==> config.mk <==
export PLATFORM = sky130hd
export DESIGN_NAME = seg_scan_driver_flat
export DESIGN_NICKNAME = d
export VERILOG_FILES = /design/src/rtl/seg_scan_driver_pkg.sv /design/src/rtl/seg_scan_driver_if.sv /design/src/rtl/seg_scan_driver_bcd_to_seg.sv /design/src/rtl/seg_scan_driver.sv /design/src/flat_wrapper.sv
export SDC_FILE = /design/constraint.sdc
export NUM_CORES = 1
export LEC_CHECK = 0
export ABC_AREA = 1
export CORE_AREA = 2 2 127 129
export CTS_CLUSTER_DIAMETER = 120
export CTS_CLUSTER_SIZE = 40
export DETAILED_ROUTE_END_ITERATION = 12
export DIE_AREA = 0 0 129 131
export MAX_ROUTING_LAYER = met4
export PLACE_DENSITY = 0.52
export SETUP_SLACK_MARGIN = 0.3
export SLEW_MARGIN = 30
export SYNTH_ARGS = -nofsm -noshare
export SYNTH_HDL_FRONTEND = slang
export SYNTH_HIERARCHICAL = 1
export SYNTH_SLANG_ARGS = --single-unit
==> constraint.sdc <==
create_clock -name clk -period 6.2 [get_ports clk]
set_input_delay 1.24 -clock clk [delete_from_list [all_inputs] [get_ports clk]]
set_output_delay 1.24 -clock clk [all_outputs]
set_load 0.005 [all_outputs]
==> src/rtl/seg_scan_driver_pkg.sv <==
// Shared constants and types for the seven-segment scan path.
// Glyphs are active-low {g,f,e,d,c,b,a}; the DP bit is prepended by the decoder.
package seg_pkg;

    localparam logic [3:0] SEG_CODE_DASH  = 4'd10;
    localparam logic [3:0] SEG_CODE_BLANK = 4'd15;

    localparam logic [6:0] GLYPH_0     = 7'h40;
    localparam logic [6:0] GLYPH_1     = 7'h79;
    localparam logic [6:0] GLYPH_2     = 7'h24;
    localparam logic [6:0] GLYPH_3     = 7'h30;
    localparam logic [6:0] GLYPH_4     = 7'h19;
    localparam logic [6:0] GLYPH_5     = 7'h12;
    localparam logic [6:0] GLYPH_6     = 7'h02;
    localparam logic [6:0] GLYPH_7     = 7'h78;
    localparam logic [6:0] GLYPH_8     = 7'h00;
    localparam logic [6:0] GLYPH_9     = 7'h10;
    localparam logic [6:0] GLYPH_DASH  = 7'h3F;
    localparam logic [6:0] GLYPH_BLANK = 7'h7F;

    localparam logic [7:0] AN_OFF   = 8'hFF;
    localparam logic [7:0] SEG_OFF  = 8'hFF;
    localparam logic [7:0] SEG_LAMP = 8'h00;

    typedef enum logic {
        S_BLANK = 1'b0,
        S_ON    = 1'b1
    } scan_state_t;

    function automatic logic [7:0] an_sel(input logic [2:0] idx);
        return ~(8'b1 << idx);
    endfunction

endpackage

==> src/rtl/seg_scan_driver_if.sv <==
// Display word in, board pins out, for the scan driver.
interface seg_scan_driver_if;

    logic [39:0] eight_segment;
    logic        lamp_test;
    logic [7:0]  an;
    logic [7:0]  seg;
    logic        frame_start;

    modport master (
        output eight_segment,
        output lamp_test,
        input  an,
        input  seg,
        input  frame_start
    );

    modport slave (
        input  eight_segment,
        input  lamp_test,
        output an,
        output seg,
        output frame_start
    );

endinterface

==> src/rtl/seg_scan_driver_bcd_to_seg.sv <==
// Digit code to active-low {dp,g,f,e,d,c,b,a}.
// Codes 11..15 render blank so upstream can suppress digits.
module bcd_to_seg
    import seg_pkg::*;
(
    input  logic [3:0] code,
    input  logic       dp_n,
    output logic [7:0] seg
);

    logic [6:0] glyph;

    always_comb begin
        glyph = GLYPH_BLANK;
        unique case (code)
            4'd0:          glyph = GLYPH_0;
            4'd1:          glyph = GLYPH_1;
            4'd2:          glyph = GLYPH_2;
            4'd3:          glyph = GLYPH_3;
            4'd4:          glyph = GLYPH_4;
            4'd5:          glyph = GLYPH_5;
            4'd6:          glyph = GLYPH_6;
            4'd7:          glyph = GLYPH_7;
            4'd8:          glyph = GLYPH_8;
            4'd9:          glyph = GLYPH_9;
            SEG_CODE_DASH: glyph = GLYPH_DASH;
            default:       glyph = GLYPH_BLANK;
        endcase
    end

    assign seg = {dp_n, glyph};

endmodule

==> src/rtl/seg_scan_driver.sv <==
// Eight-digit common-anode scanner with per-slot dead time.
// The word is snapshotted at the top of each frame so digits never tear.
module seg_scan_driver
    import seg_pkg::*;
#(
    parameter int DIGIT_CYCLES = 100000,
    parameter int BLANK_CYCLES = 1000
) (
    input  logic               clk,
    input  logic               rst,
    seg_scan_driver_if.slave   bus
);

    localparam int MAX_CYCLES =
        (DIGIT_CYCLES > BLANK_CYCLES) ? DIGIT_CYCLES : BLANK_CYCLES;
    localparam int CW =
        (MAX_CYCLES > 1) ? $clog2(MAX_CYCLES) : 1;
    localparam logic [CW-1:0] DIGIT_LAST = CW'(DIGIT_CYCLES - 1);
    localparam logic [CW-1:0] BLANK_LAST = CW'(BLANK_CYCLES - 1);

    scan_state_t   state;
    logic [CW-1:0] cnt;
    logic [2:0]    idx;
    logic [39:0]   snap;
    logic [7:0]    an_q;
    logic [7:0]    seg_q;
    logic          fs_q;

    logic          latch;
    logic [3:0]    code;
    logic          dp_n;
    logic [7:0]    glyph_seg;

    assign latch = (state == S_BLANK) && (idx == 3'd7) && (cnt == '0);
    assign code  = snap[{idx, 2'b00} + 6'd8 +: 4];
    assign dp_n  = snap[idx];

    bcd_to_seg u_dec (
        .code (code),
        .dp_n (dp_n),
        .seg  (glyph_seg)
    );

    always_ff @(posedge clk or posedge rst) begin
        if (rst) begin
            state <= S_BLANK;
            cnt   <= '0;
            idx   <= 3'd7;
            snap  <= '0;
            an_q  <= AN_OFF;
            seg_q <= SEG_OFF;
            fs_q  <= 1'b0;
        end else begin
            fs_q <= latch;
            if (latch)
                snap <= bus.eight_segment;

            // Pins follow the state one cycle late, glitch-free.
            unique case (state)
                S_ON: begin
                    an_q  <= an_sel(idx);
                    seg_q <= bus.lamp_test ? SEG_LAMP : glyph_seg;
                end
                default: begin
                    an_q  <= AN_OFF;
                    seg_q <= SEG_OFF;
                end
            endcase

            unique case (state)
                S_ON: begin
                    if (cnt == DIGIT_LAST) begin
                        state <= S_BLANK;
                        cnt   <= '0;
                        idx   <= idx - 3'd1;
                    end else begin
                        cnt <= cnt + CW'(1);
                    end
                end
                default: begin
                    if (cnt == BLANK_LAST) begin
                        state <= S_ON;
                        cnt   <= '0;
                    end else begin
                        cnt <= cnt + CW'(1);
                    end
                end
            endcase
        end
    end

    assign bus.an          = an_q;
    assign bus.seg         = seg_q;
    assign bus.frame_start = fs_q;

endmodule

==> src/flat_wrapper.sv <==
// flat-port wrapper written by rule: the top's interface ports become plain ports
module seg_scan_driver_flat import seg_pkg::*;
#(
    parameter int DIGIT_CYCLES = 100000,
    parameter int BLANK_CYCLES = 1000
)
  (clk, rst, bus_eight_segment, bus_lamp_test, bus_an, bus_seg, bus_frame_start);
  seg_scan_driver_if bus_i ();
  input  logic clk;
  input  logic rst;
  input wire logic [$bits(bus_i.eight_segment)-1:0] bus_eight_segment;
  input wire logic [$bits(bus_i.lamp_test)-1:0] bus_lamp_test;
  output wire logic [$bits(bus_i.an)-1:0] bus_an;
  output wire logic [$bits(bus_i.seg)-1:0] bus_seg;
  output wire logic [$bits(bus_i.frame_start)-1:0] bus_frame_start;
  assign bus_i.eight_segment = bus_eight_segment;
  assign bus_i.lamp_test = bus_lamp_test;
  assign bus_an = bus_i.an;
  assign bus_seg = bus_i.seg;
  assign bus_frame_start = bus_i.frame_start;
  seg_scan_driver #(.DIGIT_CYCLES(DIGIT_CYCLES), .BLANK_CYCLES(BLANK_CYCLES)) u_core (.clk(clk), .rst(rst), .bus(bus_i));
endmodule
After elaboration in Yosys (flattened, before gate mapping)
Memories as Yosys holds them, arrays and structs flattened.
Cells that the tools add are included.
Storage, ports and cells
  register bits after elaboration: 78
  bits of input ports: 43
  logic and storage cells: 34
  memories kept: 1
  memory bits (read-only): 112
  output and inout bits: 17
Cells by class
  eq/ne operators: 3
  multiplexer cells: 11
  shift operators: 2
  reductions and logical operators: 4
  $add $sub $neg: 3
  bitwise gates (word level): 2
  magnitude comparators: 1
Memory list
  (name not given): words 16, width 7, read ports 1, clocked after memory_dff 0, wr ports 0, RTL line seg_scan_driver_bcd_to_seg.sv:15  | unique case (code)
Operator list (number)
  $mux 17: 3
  $shiftx 40x7->4: 1
  $mux 8: 3
  $add 17x1->17 const B: 1
  $eq 17x10->1 const B: 1
  $eq 17x17->1 const B: 1
  $logic_not 17->1: 1
  $not 8->8: 1
  $shl 1x3->8 const A: 1
  $lt 3x7->1 const B: 1
  $add 5x4->6 const B: 1
  $mux 1: 4
  $bmux 1 s3: 1
  $eq 3x3->1 const B: 1
  $sub 3x1->3 const B: 1
  $logic_and 1x1->1: 2
  $reduce_and 2->1: 1
  $not 1->1: 1

Logic depth before layout (Yosys ltp)
Gate-level depths: netlist of run 1.
An unclocked memory read counts as a cell.
  depth in word-level cells: 5
  depth in mapped cells: 14
  mapped depth without buffers: 13

By module
Netlist of run 1, hierarchy kept.
By module, submodules not included
  seg_scan_driver: cells each 474, times used 1, sequential area each 1975.6 µm², area each 3729.8 µm²
  bcd_to_seg: cells each 38, times used 1, sequential area each 0.0 µm², area each 231.5 µm²

Worst setup path before layout of run 1
No wires, ideal clock.
  path type: flip-flop to flip-flop
  from: register u_core.idx[0]
  to: register u_core.seg_q[3] (netlist: u_core/bus.seg[3])
  setup slack: 4.169 ns
  data required time: 6.121 ns
  period minus slack after synthesis: 2.031 ns
  buffers on the path: 1
  stages on the path, launching flop included: 14
  arrival: 1.952 ns
  setup time: 0.079 ns
  cell sequence: dfstp_2 -> inv_1 -> clkbuf_1 -> nor2_1 -> o22ai_1 -> nand2_1 -> nand2_1 -> inv_1 -> ha_1 -> nand2_1 -> nand3_1 -> nand2_1 -> inv_1 -> o21ai_0
On the way
  word-level cells in the longest chain between the ends: 5
Ends and longest elaborated chain
  from (decl): RTL line seg_scan_driver.sv:23  | logic [2:0] idx;
  from (signal assigned): RTL line seg_scan_driver.sv:75  | idx <= idx - 3'd1;
  $add 5x4->6: RTL line seg_scan_driver.sv:35  | assign code = snap[{idx, 2'b00} + 6'd8 +: 4];
  $shiftx 40x7->4: RTL line seg_scan_driver.sv:35
  net u_core.code[1]: RTL line seg_scan_driver.sv:30  | logic [3:0] code;
  $mem_v2 16x7
  net u_core.glyph_seg[3]: RTL line seg_scan_driver.sv:32  | logic [7:0] glyph_seg;
  $mux 8: RTL line seg_scan_driver.sv:62  | seg_q <= bus.lamp_test ? SEG_LAMP : glyph_seg;
  $mux 8: RTL line seg_scan_driver.sv:59  | unique case (state)
  to (signal assigned): RTL line seg_scan_driver.sv:62
  to (decl): RTL line seg_scan_driver.sv:26  | logic [7:0] seg_q;
The timed path passes the listed nets, and every way through them passes these cells.
A chain may end at the register's enable or synchronous reset.

Worst setup path after layout of run 1
  from: register u_core.idx[0]
  to: register u_core.snap[4]
On the way
  word-level cells in the longest chain between the ends: 3
Ends and longest elaborated chain
  $eq 3x3->1: RTL line seg_scan_driver.sv:34  | assign latch = (state == S_BLANK) && (idx == 3'd7) && (cnt == '0);
  $logic_and 1x1->1 (2 in series): RTL line seg_scan_driver.sv:34
  to (signal assigned): RTL line seg_scan_driver.sv:56  | snap <= bus.eight_segment;
  to (decl): RTL line seg_scan_driver.sv:24  | logic [39:0] snap;
Every way passes these cells.

==> flow_metrics.tcl, run 1 <==
set metrics [dict create \
    status "complete, no violations" \
    ctsHoldBuffers 0 \
    hp-class "reg2reg" \
    yosys.area.top_type_share_pct 37.3 \
    yosys.area.top_type "dfrtp_1" \
    clock_path_buffers 2 \
    diodes 0 \
    die_width_um 129 \
    setup_viol 0 \
    power_mw 1.08 \
    portBuffers 59 \
    reg2reg_to "u_core/snap[4]" \
    r2r_cells 7 \
    vias_per_cell 4.28 \
    powerDensity_nw_per_um2 215 \
    period_minus_slack_ns 2.96 \
    start_util_pct 25.4 \
    drive_above_1_share_pct 8.47 \
    peakVddDrop_v 0.000127 \
    worst_clock_skew_ns 0.00779 \
    required_ns 6.48 \
    timing.final.ws_setup_ns 3.24 \
    synthTopCellsByCount "193 x nand2_1, 64 x nor2_1, 59 x dfrtp_1" \
    syn-num-nets 567 \
    hold_viol 0 \
    synthDistinctLibCells 30 \
    first_iter_violations 261 \
    synth.area.top_cells "dfrtp_1 37%, nand2_1 18%, dfstp_2 13%" \
    critPathLaunchType "flop" \
    max_slew_margin_pct 47.0 \
    maxCapViolations 0 \
    ant_nets 0 \
    rr_startpoint "u_core/idx[0]" \
    final.setup.tns_ns 0 \
    antenna_found_initial 0 \
    drc_errors 0 \
    tritoncts "done" \
    worstPathArrival_ns 3.24 \
    grt_pass1_wl_um 16200 \
    cts_made_buffers 9 \
    grt_pass1_vias 3301 \
    ys.warnings.count 6 \
    vias 3353 \
    post_cts_resized 0 \
    syn-mean-instance-area_um2 7.74 \
    core.rowCount 46 \
    p_leak_nw 2.24 \
    top_level_ports 60 \
    htreeDepth 3 \
    cts-root-buf "clkbuf_16" \
    synth_edf_count 0 \
    syn_area_um2 3960 \
    die_area_um2 16900 \
    worstHoldStart "u_core/snap[15]" \
    clkLatencyLatePin_ns 0.34 \
    rsz0062_at_grt "no" \
    core-area_um2 15600 \
    dp_hpwl_um 7000 \
    critPathMaxFanout 41 \
    period_share_pct 47.7 \
    ys_seq_area_share_pct 49.9 \
    drt_pass1_iterations 4 \
    clkSinkCount 78 \
    grt_overflow 0 \
    place_ws_ns 3.20 \
    final_max_slew_viol_count 0 \
    synthFlopType "dfrtp_1" \
    yosys_register_bits 78 \
    syn_inst 512 \
    post_cts_buffers 0 \
    drt-total-wl_um 9830 \
    reg2reg_setup_slack_ns 3.24 \
    critPathKind "reg2reg" \
    min_path_cells 2 \
    async_flop_share_pct 100 \
    area_delta_synth_final_pct 26.7 \
    max_slew.worst_pin.slew_ns 0.793 \
    crit_path_end_kind "flop" \
    fmax_ghz 0.338 \
    grt_usage_pct 12.5 \
    place.gp.congestion 0.873 \
    fin_util_pct 32.2 \
    grt_max_degree 79 \
    nets 617 \
    path_clk_slew_ns 0.06 \
    hold_path_end "u_core/snap[15]" \
    wl_per_cell_um 12.6 \
    die_y_um 131 \
    yosysMostFrequentCell "nand2_1" \
]
[final cells by class]
type                       count  area (um^2)
clock buffer                   9          225
timing repair buffer          60          602
multi-input combinational    369         1710
inverter                      44          168
clock inverter                 7         72.6
tap                          216          270
fill                        1693        10600
sequential                    78         1980
[critical path: stages (launching register included)]
cell and delay [ns]:
dfstp_2 0.77, ha_1 0.26, nand2_1 0.06, nor2_1 0.12
nand3_2 0.62, inv_2 0.81, nand2_1 0.14, nand2_1 0.09
[stage by stage]
stage	area [um^2]	cells	hold WS, ns
detailed placement	4720	767	0.463
floorplan	3960	512	0.444
global placement	4720	767	0.459
global route	5020	783	0.500
finish	5020	783	0.480
CTS	5010	783	0.482
[state kept, by name (all words and copies together), names as in the netlist]
register and count:
u_core/bus.an 8, u_core/bus.frame_start 1, u_core/bus.seg 8, u_core/cnt 17
u_core/idx 3, u_core/snap 40, u_core/state 1
[how the worst max path moves through the flow]
stage	startpoint	end	slack [ns]	cells after the start
2_1_floorplan	rst	u_core/bus.frame_start	3.00	1
3_3_place_gp	u_core/idx[0]	u_core/snap[22]	3.27	7
3_5_place_dp	u_core/idx[0]	u_core/snap[18]	3.20	7
4_1_cts	u_core/idx[0]	u_core/snap[18]	3.18	7
5_1_grt	u_core/idx[0]	u_core/snap[31]	2.92	7
6_report	u_core/idx[0]	u_core/snap[4]	3.24	7
[layout by cell type (no fill, tap or decap)]
cell,Yosys,layout
xnor2_1,2,2
nor3_1,3,3
clkbuf_16,0,9
and2_1,1,1
inv_2,3,4
nand2_1,193,193
dfstp_2,19,19
inv_4,1,1
nand3_2,1,1
o21ai_4,1,1
clkinv_2,0,2
buf_6,1,1
nand4_1,4,4
o22ai_1,10,10
nor2_1,64,64
clkinvlp_4,0,2
nor2_2,1,1
nand2_4,1,1
xor2_1,8,8
o21ai_1,3,3
clkinv_1,2,2
ha_1,12,12
nand2_2,2,2
o21ai_0,32,32
inv_6,0,2
inv_1,38,37
bufinv_16,0,1
clkdlybuf4s50_1,0,59
dfrtp_1,59,59
o21bai_1,1,1
nand3_1,29,29
nor3_2,1,1
[logic make-up (layout without fill, tap and decap cells)]
kind of cell	Yosys count	after routing	synth area share (%)
AO/OA/AOI/OAI	47	47	6.60
buffers and inverters	65	120	7.08
adder cells (fa/ha/maj)	12	12	3.79
XOR/XNOR	10	10	2.21
AND/OR/NAND/NOR	300	300	30.4
flip-flops	78	78	49.9
[where the power goes]
part | switching, mW | leakage, nW | internal (mW)
logic | 0.0150 | 1.30 | 0.0237
registers | 0 | 0.800 | 0.510
clock network | 0.220 | 0.142 | 0.313
[per-layer routing]
| metal | GRT usage [%] | share of wire [%] |
|---|---|---|
| met3 | 2.89 | 3.9 |
| met2 | 20.3 | 48 |
| met5 | - | 0 |
| met4 | 3.45 | 1.2 |
| met1 | 15.9 | 47 |
Note: power is estimated with default switching activity, not from simulation.
==> run 2, diff against run 1 <==
==> constraint.sdc (replaced) <==
create_clock -name clk -period 3 [get_ports clk]
set_input_delay 0.6 -clock clk [delete_from_list [all_inputs] [get_ports clk]]
set_output_delay 0.6 -clock clk [all_outputs]
set_load 0.005 [all_outputs]
==> run 2 against run 1 <==
Net effect: total power increased by 100%; non-clock buffer count increased by 3; largest power group unchanged; die area unchanged; sequential cell count unchanged; fmax increased by 28%; via count decreased by 0.33%; critical path depth increased by 5; clock skew increased by 0.0017 ns.
==> flow_metrics.tcl, run 2 (synthesis gave the netlist of run 1 again) <==
set metrics [dict create \
    status "complete, no violations" \
    antenna_found_initial 0 \
    cts_made_buffers 9 \
    peakVddDrop_v 0.000211 \
    path_clk_slew_ns 0.06 \
    period_minus_slack_ns 2.32 \
    htreeDepth 3 \
    nets 620 \
    grt_use_met2_pct 20.4 \
    required_ns 3.26 \
    max_slew_margin_pct 56.6 \
    die_y_um 131 \
    start_util_pct 25.4 \
    diodes 0 \
    final_cell_mix "193 x nand2_1, 64 x nor2_1, 59 x clkdlybuf4s50_1, 59 x dfrtp_1, 37 x inv_1" \
    hold_viol 0 \
    tritoncts "done" \
    crit_chain "inv_1 -> o21ai_0 -> o22ai_1 -> nand2_1 -> nand2_1 -> inv_1 -> ha_1 -> nand2_1 -> nand3_1 -> nand2_1 -> inv_1 -> o21ai_0" \
    cts-root-buf "clkbuf_16" \
    clkLatencyLatePin_ns 0.34 \
    hp-class "reg2reg" \
    ant_nets 0 \
    critPathLaunchType "flop" \
    max_slew.worst_pin.slew_ns 0.650 \
    grt_usage_pct 12.8 \
    grt_util_met3_pct 4.07 \
    maxCapViolations 0 \
    core.rowCount 46 \
    post_cts_resized 0 \
    path_buf_inv 3 \
    final.setup.tns_ns 0 \
    grt_pass1_wl_um 16500 \
    die_width_um 129 \
    largest_register "u_core/snap" \
    drt_pass1_iterations 4 \
    worstPathArrival_ns 2.58 \
    fmax_ghz 0.431 \
    clock_path_buffers 2 \
    critPathMaxFanout 24 \
    vias_per_cell 4.25 \
    slowest_delay_ns 0.47 \
    cp_slowest_cell "inv_1" \
    reg2reg_setup_slack_ns 0.68 \
    die_area_um2 16900 \
    worst_clock_skew_ns 0.00946 \
    drive_above_1_share_pct 8.60 \
    first_iter_violations 309 \
    largest_reg_flops 40 \
    final_max_slew_viol_count 0 \
    busiest_layer "met2" \
    place.gp.congestion 0.892 \
    path_delay_family "buffers and inverters" \
    critPathKind "reg2reg" \
    period_share_pct 77.3 \
    met1_usage_pct 16.0 \
    grt_max_degree 79 \
    crit_path_end_kind "flop" \
    timing.critical_path.mode_cell "nand2_1" \
    powerDensity_nw_per_um2 438 \
    reg.largest.list "u_core/snap (40), u_core/cnt (17)" \
    place_area_um2 4750 \
    drc_errors 0 \
    ctsHoldBuffers 0 \
    clkSinkCount 78 \
    stdcell_area_um2 5040 \
    grt_overflow 0 \
    post_cts_buffers 0 \
    area_delta_synth_final_pct 27.4 \
    core-area_um2 15600 \
    top_level_ports 60 \
    layout_commonest_cell "nand2_1" \
    setup_viol 0 \
    p_leak_nw 2.26 \
    wl_per_cell_um 12.6 \
    hold_ws_ns 0.487 \
    grt_pass1_vias 3359 \
    rsz0062_at_grt "no" \
    dp_hpwl_um 7150 \
    n_fill_cell 1664 \
    vias 3342 \
    drt-total-wl_um 9920 \
    portBuffers 59 \
]
## run 2: cell count changes in the layout (fill, tap and decap cells not counted)
| cell | before | now |
|---|---|---|
| inv_6 | 2 | 0 |
| buf_6 | 1 | 0 |
| clkinvlp_4 | 2 | 1 |
| clkinv_2 | 2 | 1 |
| buf_4 | 0 | 3 |
| clkbuf_1 | 0 | 2 |
| clkinv_4 | 0 | 2 |
| buf_12 | 0 | 1 |
## run 2: area by class of cell
class	count	area, um^2	area share (%)
Clock buffer	11	233	4.61
Clock inverter	5	60.1	1.19
Inverter	44	168	3.32
Multi-Input combinational cell	369	1710	33.8
Sequential cell	78	1980	39.2
Tap cell	216	270	5.36
Timing Repair Buffer	63	633	12.5
## run 2: layer usage
layer | routed length [um] | share of wire (%)
met1 | 4700 | 47
met2 | 4620 | 47
met3 | 493 | 5.0
met4 | 108 | 1.1
met5 | 0 | 0
## run 2: worst register-to-register path, cell delays in order (launching register included)
cell and delay [ns]:
dfstp_2 0.37, inv_1 0.47, o21ai_0 0.17, o22ai_1 0.18, nand2_1 0.07, nand2_1 0.14, inv_1 0.12, ha_1 0.31
nand2_1 0.09, nand3_1 0.09, nand2_1 0.06, inv_1 0.04, o21ai_0 0.14
## run 2: power by group
part	internal, mW	switching (mW)	leakage (nW)	total [mW]
combinational	0.0503	0.0302	1.32	0.0805
clock	0.646	0.431	0.140	1.08
sequential	1.05	0	0.800	1.05
## run 2: final timing paths
path / from / end / cells past startpoint
worst max-delay path: u_core/idx[0] / u_core/bus.seg[3] / 12
worst min-delay path: u_core/snap[28] / u_core/snap[28] / 2
worst max register to register: u_core/idx[0] / u_core/bus.seg[3] / 12
worst min register to register: u_core/snap[28] / u_core/snap[28] / 2
max in group asynchronous: rst / u_core/bus.seg[4] / 3
min in group asynchronous: rst / u_core/bus.frame_start / 3
## run 2: through the flow
| stage | worst slack, ns | instances | util, % | power (mW) |
|---|---|---|---|---|
| final | 0.680 | 786 | 32.3 | 2.21 |
| after global routing | 0.307 | 786 | 32.3 | 2.30 |
| after CTS | 0.696 | 786 | 32.3 | 2.25 |
| after detailed placement | 0.720 | 770 | 30.5 | 1.16 |
| after global placement | 0.828 | 770 | 30.5 | 1.15 |
| after floorplan | 0.436 | 512 | - | 1.09 |
